===== config.mk =====
export PLATFORM = sky130hd
export DESIGN_NAME = l2_line_responder
export DESIGN_NICKNAME = d
export VERILOG_FILES = /design/src/rtl/l2_line_responder.sv
export SDC_FILE = /design/constraint.sdc
export NUM_CORES = 1
export LEC_CHECK = 0
export ABC_AREA = 1
export CAP_MARGIN = 30
export CORE_MARGIN = 3
export CORE_UTILIZATION = 50
export DETAILED_ROUTE_END_ITERATION = 8
export GPL_TIMING_DRIVEN = 1
export HOLD_SLACK_MARGIN = 0.15
export PLACE_DENSITY = 0.81
export SETUP_SLACK_MARGIN = 0.1
export SYNTH_ARGS = -nofsm -noshare
export SYNTH_HDL_FRONTEND = slang
export SYNTH_SLANG_ARGS = --single-unit

===== constraint.sdc =====
create_clock -name clk -period 3 [get_ports clk]
set_clock_uncertainty 0.2 [all_clocks]
set_input_delay 0.45 -clock clk [delete_from_list [all_inputs] [get_ports clk]]
set_output_delay 0.45 -clock clk [all_outputs]
set_load 0.02 [all_outputs]

===== src/rtl/l2_line_responder.sv =====
// Responder for line-granular L2 requests: a 128-bit line is moved as eight
// 16-bit beats over a req/ack word memory port, then acknowledged with l2_resp.
module l2_line_responder (
    input  logic          clk,
    input  logic          rst_n,
    input  logic [15:0]   l2_addr,
    input  logic [127:0]  l2_wdata,
    input  logic          l2_read,
    input  logic          l2_write,
    output logic [127:0]  l2_rdata,
    output logic          l2_resp,
    output logic [15:0]   mem_addr,
    output logic [15:0]   mem_wdata,
    input  logic [15:0]   mem_rdata,
    output logic          mem_read,
    output logic          mem_write,
    input  logic          mem_ack
);

    localparam int unsigned WORD_W = 16;
    localparam int unsigned LINE_W = 128;
    localparam int unsigned BEAT_W = 3;
    localparam int unsigned BASE_W = 12;

    typedef enum logic [1:0] {
        IDLE  = 2'd0,
        READ  = 2'd1,
        WRITE = 2'd2,
        RESP  = 2'd3
    } state_t;

    state_t              state_q, state_d;
    logic [BEAT_W-1:0]   beat_q, beat_d;
    logic [BASE_W-1:0]   base_q, base_d;
    logic [LINE_W-1:0]   wbuf_q, wbuf_d;
    logic [LINE_W-1:0]   rbuf_d;
    logic [WORD_W-1:0]   mem_addr_d, mem_wdata_d;
    logic                last_beat;

    assign last_beat = (beat_q == BEAT_W'(7));

    // Next-state, datapath updates, and next values of the registered outputs
    always_comb begin
        state_d     = state_q;
        beat_d      = beat_q;
        base_d      = base_q;
        wbuf_d      = wbuf_q;
        rbuf_d      = l2_rdata;
        mem_addr_d  = '0;
        mem_wdata_d = '0;

        case (state_q)
            IDLE: begin
                if (l2_write) begin
                    base_d  = l2_addr[15:4];
                    wbuf_d  = l2_wdata;
                    beat_d  = '0;
                    state_d = WRITE;
                end else if (l2_read) begin
                    base_d  = l2_addr[15:4];
                    beat_d  = '0;
                    state_d = READ;
                end
            end
            READ: begin
                if (mem_ack) begin
                    rbuf_d[{beat_q, 4'b0000} +: WORD_W] = mem_rdata;
                    beat_d = beat_q + BEAT_W'(1);
                    if (last_beat) state_d = RESP;
                end
            end
            WRITE: begin
                if (mem_ack) begin
                    beat_d = beat_q + BEAT_W'(1);
                    if (last_beat) state_d = RESP;
                end
            end
            RESP: begin
                state_d = IDLE;
            end
            default: begin
                state_d = IDLE;
            end
        endcase

        // Base has zero low nibble, so the beat index never carries out of the line
        if (state_d == READ || state_d == WRITE) begin
            mem_addr_d = {base_d, beat_d, 1'b0};
        end
        if (state_d == WRITE) begin
            mem_wdata_d = wbuf_d[{beat_d, 4'b0000} +: WORD_W];
        end
    end

    always_ff @(posedge clk or negedge rst_n) begin
        if (!rst_n) begin
            state_q   <= IDLE;
            beat_q    <= '0;
            base_q    <= '0;
            wbuf_q    <= '0;
            l2_rdata  <= '0;
            l2_resp   <= 1'b0;
            mem_addr  <= '0;
            mem_wdata <= '0;
            mem_read  <= 1'b0;
            mem_write <= 1'b0;
        end else begin
            state_q   <= state_d;
            beat_q    <= beat_d;
            base_q    <= base_d;
            wbuf_q    <= wbuf_d;
            l2_rdata  <= rbuf_d;
            l2_resp   <= (state_d == RESP);
            mem_addr  <= mem_addr_d;
            mem_wdata <= mem_wdata_d;
            mem_read  <= (state_d == READ);
            mem_write <= (state_d == WRITE);
        end
    end

endmodule


=== Word level (Yosys, flattened, before mapping) ===
Index checks and enable logic that the tools add are counted.

* Equal/unequal tests: 7
* $add $sub $neg: 2
* Multiplexer cells: 17
* Shifts and indexed selects: 3
* Reductions and logical operators: 4

{| class="wikitable"
|+ Operator list
! operator !! count
|-
| 128-bit two-way mux || 2
|-
| 128-bit bitwise mux || 1
|-
| 16-bit by 9-bit variable shift with 128-bit output, first input constant || 1
|-
| 128-bit by 8-bit indexed part select with 16-bit output || 1
|-
| 16-bit by 9-bit indexed part select with 128-bit output || 1
|-
| 12-bit two-way mux || 3
|-
| 16-bit two-way mux || 2
|-
| 3-bit two-way mux || 3
|-
| 7-bit negator with 9-bit output || 1
|-
| 2-bit == test, second input constant || 4
|-
| 2-bit two-way mux || 4
|-
| 2-bit case mux with 3 select lines || 1
|-
| 3-bit case mux with 2 select lines || 1
|-
| 2-bit by 1-bit == test with 1-bit output, second input constant || 2
|-
| 3-bit by 1-bit adder with 3-bit output, second input constant || 1
|-
| 3-bit == test, second input constant || 1
|-
| 2-bit logical NOT || 1
|-
| 2-bit AND reduction || 1
|-
| 2-bit OR reduction || 1
|-
| 1-bit logical OR || 1
|}

* Register bits after elaboration: 308

=== Longest topological paths before layout ===
Gate-level depths: netlist of run 1.

* Depth after elaboration: 7
* Mapped depth: 14

=== Least setup slack after synthesis of run 1 ===
No wires, ideal clock.

* Path kind: reg-to-reg
* From: reg state_q[0]
* To: reg mem_wdata[10]
* Required time: 2.729 ns
* Slack: 0.508 ns
* Data arrival time: 2.221 ns
* Setup time: 0.071 ns
* Period minus slack after synthesis: 2.492 ns
* Stages on the path, launching flop included: 13
* Cells stage by stage: dfrtp_1 > inv_1 > ha_1 > buf_2 > buf_2 > inv_1 > nor2_1 > a22oi_1 > ha_1 > clkbuf_1 > clkbuf_1 > nand2_1 > nor2_1

* Cells in the longest elaborated chain, start to end: 5

{| class="wikitable"
|+ RTL lines
! element !! RTL line !! text
|-
| from (decl) || 32 || <nowiki>state_t state_q, state_d;</nowiki>
|-
| from (signal assigned) || 108 || <nowiki>state_q <= state_d;</nowiki>
|-
| 2-bit == test / 2-bit by 1-bit == test with 1-bit output (equally long branches) || 52 || <nowiki>case (state_q)</nowiki>
|-
| 2-bit OR reduction (no source line) || n/a ||
|-
| 2-bit case mux with 3 select lines * || 52 ||
|-
| named net state_d[1] || 32 ||
|-
| 2-bit == test * || 90 || <nowiki>if (state_d == WRITE) begin</nowiki>
|-
| 16-bit two-way mux * || 90 ||
|-
| named net mem_wdata_d[10] || 37 || <nowiki>logic [WORD_W-1:0] mem_addr_d, mem_wdata_d;</nowiki>
|-
| to (signal assigned) || 115 || <nowiki>mem_wdata <= mem_wdata_d;</nowiki>
|-
| to (decl) || 13 || <nowiki>output logic [15:0] mem_wdata,</nowiki>
|}

Mark *: on every way through the listed nets, which the timed path passes. The rest lies on a longest branch.
A chain may end at the register's enable or synchronous reset.

=== Worst setup path after layout of run 1 ===
* From: reg state_q[1]
* To: reg mem_wdata[9]

* Cells in the longest elaborated chain, start to end: 5

{| class="wikitable"
|+ RTL lines
! element !! RTL line
|-
| 2-bit == test (tied with other cells) || 52
|-
| 2-bit OR reduction (no source line) (tied with other cells) || n/a
|-
| 3-bit case mux with 2 select lines / 2-bit case mux with 3 select lines (equally long branches) || 52
|-
| 128-bit by 8-bit indexed part select with 16-bit output / 2-bit == test (equally long branches) || 91, 90
|-
| 16-bit two-way mux * || 90
|-
| named net mem_wdata_d[9] || 37
|}

Marks and branches as above.

==> out/metrics.cfg, run 1 <==
[logic_synthesis]
synth.distinct_cells = 27
synth_cells = 1713
yosys_warnings = 0
synthAdderAreaFrac_pct = 1.08
syn-num-nets = 1890
synth_xor_xnor_area_share_pct = 0
synth_top_family_by_area = simple AND/OR/NAND/NOR gates
syn_area_um2 = 13900
synthSimpleGateAreaFrac_pct = 23.8
synth_seq_area_share_pct = 55.4
synth.area.mux_share_pct = 1.57
synth_compound_area_share_pct = 6.67
syn_area_per_cell_um2 = 8.10
ys_ff_latch = 307

[detailed_routing]
drt_wl_total_um = 41500
routedWlPerCell_um = 17.2
drt_first_pass_iters = 6
drt_iter0_markers = 1314
drc = 0
final_antenna_net_count = 0
vias = 12300
vias_per_cell = 5.10

[worst_setup_path]
worstRegToRegCells = 10
startpoint_type = register
cp_slowest_cell = ha_1
endpoint_kind = register
crit_chain = inv_1 > ha_1 > nand2_1 > nand3_2 > buf_4 > nand3_1 > nand3_1 > nand2_1 > nor2_1 > nor2_1
cpPeakStageDelay_ns = 0.48
worst-path-max-fanout = 48
crit_buf_inv = 2
critPathKind = register to register
critPathArrivalTime_ns = 2.93
crit_required_ns = 3.23
critPathTopFamily = simple AND/OR/NAND/NOR gates
reg2reg_slack_ns = 0.30
crit_cells = 10

[timing]
fmax_ghz = 0.370
final-setup-viol-count = 0
min_period_over_period_pct = 90.2
fin_crit_ns = 2.70
drv_slew = 0
finalHoldViolCount = 0
slew_headroom_pct = 62.2
fin_ws_ns = 0.295
rsz0062_at_grt = no
worst_pin_slew_ns = 0.567
timing.setup.tns_ns = 0

[clock_tree]
tritoncts = done
h-tree-depth = 1
clock-sinks = 307
numCtsBuffers = 31
clk_path_buf_depth = 3
insertion_delay_ns = 0.55
clk_pin_slew_ns = 0.06
root_buffer = clkbuf_16

[layout]
final_util_pct = 68.6
synthToLayoutAreaGrowth_pct = 34.0
nets = 2194
diodes = 0
fillCellCount = 2106
drive_above_1_share_pct = 6.23
post-route-cell-area_um2 = 18600
stdcell_count = 2412

[die]
pin_count = 328
start_util_pct = 51.2
die_area_um2 = 29800
num_rows = 60
die_h_um = 173
die_x_um = 173
coreArea_um2 = 27100

[flow_run]
maxCapViolations = 0

[power_and_ir_drop]
ir_drop_uv = 802
pwr_density_cell_nw_per_um2 = 893
p_leak_nw = 9.61

[global_route]
grt_max_degree = 81
first_global_vias = 12200
grt_pass1_wl_um = 65500
overflow = 0
antenna_found_initial = 2
gr-usage-all-layers_pct = 27.3

[placed_design]
io_buffers = 322
dpl_cell_area_um2 = 17500
gp_congestion = 0.884
dp.final_hpwl_um = 29500
placedCellCount = 2355
dp_slack_ns = 0.234

[hold_path]
hold_class = input pin to asynchronous set/reset pin

[status]
status = complete, no violations

cells in the mapped netlist:
cell type | count | area [um^2]
mux2_2 | 6 | 67.6
o21ai_1 | 106 | 531
inv_4 | 1 | 6.26
inv_2 | 8 | 30.0
ha_1 | 12 | 150
buf_6 | 5 | 56.3
nor4_4 | 1 | 21.3
buf_2 | 63 | 315
o21ai_0 | 68 | 340
o21ai_2 | 1 | 8.76
a22oi_1 | 1 | 7.51
buf_4 | 7 | 52.6
mux2_4 | 10 | 150
nand2_1 | 530 | 1990
o31ai_1 | 5 | 37.5
nand3_1 | 136 | 681
nand3_2 | 2 | 20.0
clkbuf_1 | 14 | 52.6
inv_1 | 285 | 1070
nor3_4 | 1 | 16.3
dfrtp_1 | 307 | 7680
nor3_1 | 11 | 55.1
nand2_4 | 1 | 11.3
nand2_2 | 5 | 31.3
buf_8 | 1 | 15.0
nor2_1 | 125 | 469
conb_1 | 1 | 3.75
cells in the final DEF, fill, tap and decap left out, drive strengths merged:
cell type	n
clkdlybuf4s50	321
nor2	125
clkbuf	48
dlygate4sd3	1
bufinv	3
o31ai	5
clkinvlp	1
conb	1
nand2	536
buf	39
ha	12
a22oi	1
nor4	1
o21ai	175
dfrtp	307
nor3	12
mux2	16
nand3	138
inv	294
clkinv	4
power by group:
group | leakage [nW] | total (mW) | switching [mW] | internal (mW)
clock | 0.526 | 4.02 | 1.60 | 2.42
combinational | 5.26 | 6.81 | 4.40 | 2.41
sequential | 3.82 | 5.77 | 0.403 | 5.37
total | 9.61 | 16.6 | 6.40 | 10.2
cells by family (layout without fill, tap and decap cells):
group,Yosys count,after routing
AO/OA/AOI/OAI,181,181
flip-flops,307,307
adder cells (fa/ha/maj),12,12
buffers and inverters,384,711
other,1,1
multiplexers,16,16
AND/OR/NAND/NOR,812,812
path summary, 6_finish.rpt:
kind / start / endpoint
min reg2reg: wbuf_q[104]$_DFF_PN0_ / wbuf_q[104]$_DFF_PN0_
max in group asynchronous: rst_n / wbuf_q[42]$_DFF_PN0_
max reg2reg: state_q[1]$_DFF_PN0_ / mem_wdata[9]$_DFF_PN0_
min: rst_n / wbuf_q[14]$_DFF_PN0_
max: state_q[1]$_DFF_PN0_ / mem_wdata[9]$_DFF_PN0_
min in group clk: wbuf_q[104]$_DFF_PN0_ / wbuf_q[104]$_DFF_PN0_
stage by stage:
step                hold slack (ns)  power [mW]
CTS                           0.197        16.6
finish                        0.206        16.6
detailed placement            0.189        12.5
global route                  0.216        17.7
global placement              0.184        12.3
floorplan                   -0.0456        10.2
state kept, by name, indices dropped and copies added (netlist names):
signal and flops:
l2_rdata 128, wbuf_q 128, mem_wdata 16, mem_addr 15, base_q 12, beat_q 3
state_q 2, l2_resp 1, mem_read 1, mem_write 1
layout make-up:
class,count,area (um^2),share of cell area [%]
timing repair buffer,361,3660,19.7
clock buffer,48,950,5.11
tap,372,465,2.50
clock inverter,8,118,0.633
inverter,294,1110,5.95
sequential,307,7680,41.3
multi-input combinational,1022,4600,24.8
routing by layer:
layer	share of wire, %	track usage (%)	up-vias
met4	3.2	9.02	4
met5	0.058	0	-
met3	8.2	5.58	87
met2	50	47.4	615
met1	39	34.4	5776
li1	-	-	5811
what timing repair did:
item,4_1_cts,5_1_grt
endpoints found under the setup margin,0,15
buffers inserted,0,0
hold buffers,1,0
resized for setup,0,1
endpoints found under the hold margin,263,0
worst register-to-register path, cell delays in order (launching register included):
cell and delay, ns:
dfrtp_1 0.39, inv_1 0.13, ha_1 0.48, nand2_1 0.17
nand3_2 0.13, buf_4 0.48, nand3_1 0.18, nand3_1 0.13
nand2_1 0.06, nor2_1 0.17, nor2_1 0.07
Power figures use the tool's default switching activity.
==> run 2, diff against run 1 <==
- GPL_TIMING_DRIVEN: 1 -> 0
==> run 2 against run 1 <==
First-iteration DRC count grew 4.3%. Die area unchanged. Via count rose by 3.2%. Critical path type unchanged. Flip-flop and latch count stayed put. Hold slack improved by 0.047 ns. Sequential power about the same.
==> out/metrics.cfg, run 2 (synthesis results as in run 1) <==
[status]
status = complete, no violations

[hold_path]
worstHoldStart = mem_ack
hold_class = input pin to register

[detailed_routing]
final_antenna_net_count = 0  ; unchanged
vias = 12700  ; +3.2%
drt_first_pass_iters = 5  ; -1
vias_per_cell = 5.13  ; +0.58%
routedWlPerCell_um = 17.5  ; +2.0%
drt_iter0_markers = 1370  ; +4.3%
drt_wl_total_um = 43400  ; +4.6%
drc = 0  ; unchanged

[flow_run]
maxCapViolations = 0  ; unchanged

[timing]
final-setup-viol-count = 0  ; unchanged
timing.setup.tns_ns = 0  ; unchanged
min_period_over_period_pct = 92.1  ; +1.9 points
worst_pin_slew_ns = 0.635  ; +0.0684 ns
rsz0062_at_grt = no
slew_headroom_pct = 57.7  ; -4.6 points
fmax_ghz = 0.362  ; -2.1%
drv_slew = 0  ; unchanged
fin_crit_ns = 2.76  ; +0.0572 ns
finalHoldViolCount = 0  ; unchanged
hold_slack_ns = 0.252  ; +0.0469 ns

[placed_design]
placedCellCount = 2408  ; +2.3%
dpl_cell_area_um2 = 17600  ; +0.61%
dp.final_hpwl_um = 32600  ; +11%
io_buffers = 321  ; -0.31%
gp_congestion = 0.949  ; +7.4%

[clock_tree]
clock-sinks = 307  ; unchanged
root_buffer = clkbuf_16
clk_pin_slew_ns = 0.06  ; about the same
h-tree-depth = 2  ; +1
clk_path_buf_depth = 3  ; unchanged
numCtsBuffers = 34  ; +9.7%
insertion_delay_ns = 0.51  ; -0.04 ns
tritoncts = done

[worst_setup_path]
startpoint_type = register
crit_required_ns = 3.18  ; -0.05 ns
worst-path-max-fanout = 11  ; -77%
timing.critical_path.from = beat_q[0]$_DFF_PN0_
critPathKind = register to register
critPathArrivalTime_ns = 2.95  ; +0.02 ns
endpoint_kind = register
r2r_start = beat_q[0]$_DFF_PN0_

[layout]
drive_above_1_share_pct = 8.47  ; +2.2 points
layout_commonest_cell = nand2_1
stdcell_count = 2475  ; +2.6%
nets = 2253  ; +2.7%
synthToLayoutAreaGrowth_pct = 35.9
post-route-cell-area_um2 = 18800  ; +1.4%
top_regs = l2_rdata x128, wbuf_q x128, mem_wdata x16
final_util_pct = 69.5  ; +0.97 points
layout_common_cells = 530 x nand2_1, 320 x clkdlybuf4s50_1, 307 x dfrtp_1, 285 x inv_1, 136 x nand3_1
fillCellCount = 2150  ; +2.1%

[global_route]
grt_max_degree = 129  ; +59%
antenna_found_initial = 4  ; +2
overflow = 0  ; unchanged
gr-usage-all-layers_pct = 29.0  ; +1.7 points
grt_pass1_wl_um = 68800  ; +5.0%
first_global_vias = 12800  ; +5.1%

[power_and_ir_drop]
ir_drop_uv = 500  ; -38%
pwr_density_cell_nw_per_um2 = 914  ; +2.3%
p_leak_nw = 9.77  ; +1.6%

[die]
die_x_um = 173  ; unchanged
num_rows = 60  ; unchanged
pin_count = 328  ; unchanged
start_util_pct = 51.2  ; unchanged
die_area_um2 = 29800  ; unchanged
die_h_um = 173  ; unchanged
coreArea_um2 = 27100  ; unchanged

run 2: layer usage:
layer	share of wire, %	vias to the layer above	wire, um	GRT usage (%)
li1	-	5935	-	-
met5	0.094	-	41	0
met4	4.8	6	2100	12.5
met2	49	668	21400	49.8
met1	38	5943	16400	36.0
met3	8.0	135	3480	5.58
run 2: what timing repair did:
item	4_1_cts	5_1_grt
setup endpoints to repair	20	33
gates resized for setup	7	6
hold buffers	1	0
setup buffers	0	3
endpoints found under the hold margin	73	0
pin swaps	0	3
run 2: final timing paths:
kind / endpoint / slack [ns] / depth (start not counted)
worst max-delay path: l2_rdata[55]$_DFFE_PN0P_ / 0.24 / 9
worst max register to register: l2_rdata[55]$_DFFE_PN0P_ / 0.24 / 9
worst min register to register: l2_rdata[124]$_DFFE_PN0P_ / 0.27 / 2
min in group asynchronous: wbuf_q[12]$_DFF_PN0_ / 0.30 / 2
worst min-delay path: state_q[0]$_DFF_PN0_ / 0.25 / 5
max in group asynchronous: l2_rdata[64]$_DFFE_PN0P_ / 1.28 / 3
run 2: layout make-up:
cell class / instances / area, um^2 / area share, %
clock inverter: 8 / 95.1 / 0.505
tap: 372 / 465 / 2.47
sequential: 307 / 7680 / 40.8
inverter: 294 / 1110 / 5.87
timing repair buffer: 327 / 3310 / 17.5
antenna: 1 / 2.50 / 0.0133
clock buffer: 54 / 1080 / 5.73
multi-input combinational: 1022 / 4600 / 24.4
buffer: 90 / 510 / 2.71
run 2: per-stage QoR:
step	total power, mW	worst slack [ns]
2_1_floorplan	10.2	0.508
3_3_place_gp	12.5	-11.67
3_5_place_dp	12.7	-0.610
4_1_cts	17.1	0.109
5_1_grt	18.3	0.104
6_report	17.2	0.238
run 2: report_power, final:
part	switching [mW]	leakage (nW)	internal, mW	total, mW
Sequential	0.425	3.82	5.37	5.79
Clock	1.68	0.574	2.65	4.33
Combinational	4.59	5.37	2.51	7.10
Total	6.70	9.77	10.5	17.2
run 2: worst max-delay path, cell delays in order, from the launching register on:
cell,delay (ns)
dfrtp_1,0.39
buf_6,0.17
inv_4,0.06
buf_4,0.17
ha_1,0.20
ha_1,0.42
nand2_2,0.11
nor3_4,0.38
buf_8,0.23
mux2_4,0.31
==> patch 1: new RTL, settings of run 1 <==
`wbuf_q` no longer has a reset.
--- a/src/rtl/l2_line_responder.sv
+++ b/src/rtl/l2_line_responder.sv
@@ -98,5 +98,4 @@
             beat_q    <= '0;
             base_q    <= '0;
-            wbuf_q    <= '0;
             l2_rdata  <= '0;
             l2_resp   <= 1'b0;
@@ -109,5 +108,4 @@
             beat_q    <= beat_d;
             base_q    <= base_d;
-            wbuf_q    <= wbuf_d;
             l2_rdata  <= rbuf_d;
             l2_resp   <= (state_d == RESP);
@@ -119,4 +117,8 @@
     end
 
+    always_ff @(posedge clk) begin
+        wbuf_q <= wbuf_d;
+    end
+
 endmodule
 
Formal check against the unedited RTL: no difference found for any inputs over 4 cycles, from zero or initial values and one cycle with rst_n low; that may be too few to reach the edited logic, so the function may still have changed.
==> patch 1 against run 1 <==
Combinational power shrank 3%. Count of clock-buffer cells in the layout grew 3. Synthesized area shrank 4.6%. Via count shrank 1.7%. Sequential share of layout area shrank 1.8 points. Largest power group unchanged. Power shrank 0.58%. Design area shrank 4.1%. Critical endpoint is now mem_addr[11]. Worst setup slack gained 0.12 ns. Sequential cell count is the same. Wire length shrank 5.7%. Largest cell class unchanged.
==> patch 1: results (changes against run 1) <==
[detailed_routing]
wl_mm = 39.13  ; -5.7%
drt-initial-drc-count = 1436  ; +9.3%
viasPerCell = 5.094  ; about the same
routedWlPerCell_um = 16.50  ; -4.1%

[synthesis]
synth_area_leaders = dfrtp_1 34%, dfxtp_1 19%, nand2_1 15%
ys_seq_area_share_pct = 53.22  ; -2.2 points
synth.distinct_cells = 28  ; +3.7%
synth_common_cells = 530 x nand2_1, 285 x inv_1, 179 x dfrtp_1
yosys-mux-area-fraction_pct = 1.646  ; +0.076 points
synth-adder-area-share_pct = 1.135  ; +0.052 points
async_flop_share_pct = 58.31  ; -42 points
synth-compound-area-share_pct = 6.989  ; +0.32 points

[place]
place_area_um2 = 16700  ; -4.6%
dp.final_hpwl_mm = 27.87  ; -5.5%
dp_slack_ns = 0.2996  ; +0.06537 ns
dp.cells = 2307  ; -2.0%
place_congestion = 0.8974  ; +1.5%

[critical_path]
slowest_delay_ns = 0.60  ; +0.12 ns
endpoint = mem_addr[11]
reg2reg_depth = 9  ; -1
crit_fanout = 15  ; -69%
path_delay_family = adder cells
r2r_slack_ns = 0.42  ; +0.12 ns
cp.arrival_ns = 2.74  ; -0.19 ns
r2r-end = mem_addr[11]

[sta]
hold_ws_ns = 0.2418  ; +0.03625 ns
slew_headroom_pct = 48.85  ; -13 points

[grt]
grt_pass1_wl_mm = 61.07  ; -6.8%
grt_max_degree = 93  ; +15%
track_usage_pct = 26.86  ; -0.44 points
grt_pass1_vias = 11580  ; -5.1%
antenna_found_initial = 3  ; +1

[hold_path]
hp-class = flop to flop

[power]
leakagePower_nw = 9.238  ; -3.9%
peakVddDrop_uv = 557.0  ; -31%
p_int_mw = 10.19  ; about the same

[outcome]
outcome = completed

[clocking]
hold_buffers = 1  ; unchanged
htreeDepth = 2  ; +1
clock_latency_ns = 0.50  ; -0.05 ns
cts_buffers = 34  ; +9.7%
clk_pin_slew_ns = 0.06  ; about the same
cts_resized = 0  ; unchanged

[finish]
drive_above_1_share_pct = 5.983  ; -0.24 points
top_regs = l2_rdata (128), wbuf_q (128), mem_wdata (16)
nets = 2191  ; -0.14%

[patch 1: metal layers]
metal	global-route usage, %	wire (um)
met3	4.671	3144
met4	11.21	1621
met5	0	13
met2	45.77	19200
met1	33.90	15150
[patch 1: layout make-up]
type                       count  area, um2
fill                        1929       7789
inverter                     294       1106
antenna                        2      5.005
timing repair buffer         355       3550
tap                          330      412.9
sequential                   307       7042
clock buffer                  51       1028
multi-input combinational   1022       4598
clock inverter                10      86.33
[patch 1: power groups by stage]
stage          clock network (mW)  registers, mW  logic [mW]
6_report                     4.10           5.78        6.61
5_1_grt                      4.32           5.89        7.39
4_1_cts                      4.16           5.78        6.61
3_5_place_dp                    0           5.85        6.54
3_3_place_gp                    0           5.81        6.36
2_1_floorplan                   0           6.13        4.10
[patch 1: tightest hold or removal path, delay by kind of cell (launching register included)]
kind,cells,cell delay (ns)
simple gates,2,0.11
flops,1,0.30
==> patch 2: new RTL, config.mk and constraints of run 1 <==
Without the edit above. Re-encode `state_t` (4 states) as one-hot, 4 bits wide.
--- a/src/rtl/l2_line_responder.sv
+++ b/src/rtl/l2_line_responder.sv
@@ -23,9 +23,9 @@
     localparam int unsigned BASE_W = 12;
 
-    typedef enum logic [1:0] {
-        IDLE  = 2'd0,
-        READ  = 2'd1,
-        WRITE = 2'd2,
-        RESP  = 2'd3
+    typedef enum logic [3:0] {
+        IDLE  = 4'b0001,
+        READ  = 4'b0010,
+        WRITE = 4'b0100,
+        RESP  = 4'b1000
     } state_t;
 
Check against the original RTL: same outputs for any inputs over 4 cycles, from zero or initial values and one cycle with rst_n low; so few cycles prove little.
==> patch 2 against run 1 <==
Count of clock-buffer cells in the layout rose by 1. Worst setup slack worse by 0.10 ns. Sequential cell count is 2 higher. Highest routed layer unchanged. Synthesized area down 1.6%. Wire length grew 0.78%. Non-clock buffer count down 6. Power rose by 1.0%. Sequential power increased by 2%. Critical endpoint is now l2_rdata[105]. Design area fell by 1.1%.
==> patch 2: results (changes against run 1) <==
[power]
comb_cell_power_mw = 6.64  ; -2%
clockPowerShare_pct = 25.3  ; +1.1 points
peakVddDrop_uv = 556.6  ; -31%
p_int_mw = 10.30  ; +1.1%
p_switching_mw = 6.462  ; +0.91%

[detailed_routing]
routedWlPerCell_um = 18.13  ; +5.4%
firstDrtPassIters = 7  ; +1
wl_met2_mm = 20.36  ; -1.2%
drt-met1-wl_mm = 15.56  ; -3.4%
viasPerCell = 5.303  ; +4.1%
drt-initial-drc-count = 1365  ; +3.9%
met3_length_mm = 3.978  ; +17%

[clocking]
htreeDepth = 2  ; +1
clockBufferDepth = 3  ; unchanged
cts_buffers = 34  ; +9.7%

[grt]
grt_util_met2_pct = 46.44  ; -0.94 points
track_usage_pct = 27.78  ; +0.47 points
grtUsageMet1_pct = 34.40  ; about the same
grt_use_met3_pct = 7.217  ; +1.6 points
antenna_found_initial = 4  ; +2

[synthesis]
synth_area_leaders = dfrtp_1 56%, nand2_1 12%, inv_1 7.9%
synth.distinct_cells = 30  ; +11%
synth_common_cells = 433 x nand2_1, 308 x dfrtp_1, 287 x inv_1
synth_nets = 1814  ; -4.0%
synth-compound-area-share_pct = 9.973  ; +3.3 points
yosys-mux-area-fraction_pct = 1.338  ; -0.23 points

[sta]
fin_tns_setup_ns = 0  ; unchanged
setup_slack_ns = 0.1952  ; -0.1002 ns
tightest_slew_ns = 0.7137  ; +0.1469 ns
hold_ws_ns = 0.2674  ; +0.06191 ns

[critical_path]
cpMaxStageDelayCell = dfrtp_1
r2r_start = beat_q[0]
crit_fanout = 19  ; -60%
reg2reg_depth = 9  ; -1
r2r-end = l2_rdata[105]

[finish]
drive_above_1_share_pct = 5.682  ; -0.54 points
instances_no_fill = 2307  ; -4.4%
nets = 2117  ; -3.5%

[hold_path]
hp-class = flop to flop

[outcome]
outcome = completed

[place]
dp.cells = 2241  ; -4.8%
place_congestion = 0.9256  ; +4.7%
dp_slack_ns = 0.1357  ; -0.09850 ns

[patch 2: changes by cell type in the layout (fill, tap and decap cells not counted), sizes merged, moves of 14 or more]
cell	before	now
o21ai	175	228
nand3	138	113
nor2	125	94
nand2	536	440
mux2i	0	16
mux2	16	2
[patch 2: worst max path at each step]
stage | startpoint | to | cells past startpoint
after floorplan | beat_q[0] | l2_rdata[64] | 11
after global placement | l2_write | mem_wdata[0] | 13
after detailed placement | l2_write | mem_wdata[0] | 13
after CTS | beat_q[0] | l2_rdata[78] | 8
after global routing | beat_q[0] | l2_rdata[105] | 9
final | beat_q[0] | l2_rdata[105] | 9
[patch 2: layout make-up]
cell class	instances	area, um2
fillers	2001	8054
multi-input cells	951	4385
diodes	1	2.502
repair inverters	1	7.507
clock inverters	12	162.7
clock buffers	49	977.2
flip-flops and latches	309	7734
well taps	335	419.2
repair buffers	355	3578
inverters	294	1107
[patch 2: tightest hold or removal path, cell delays in order, from the launching register on]
cell	delay [ns]
dfrtp_1	0.32
nand2_1	0.05
nand2_1	0.07
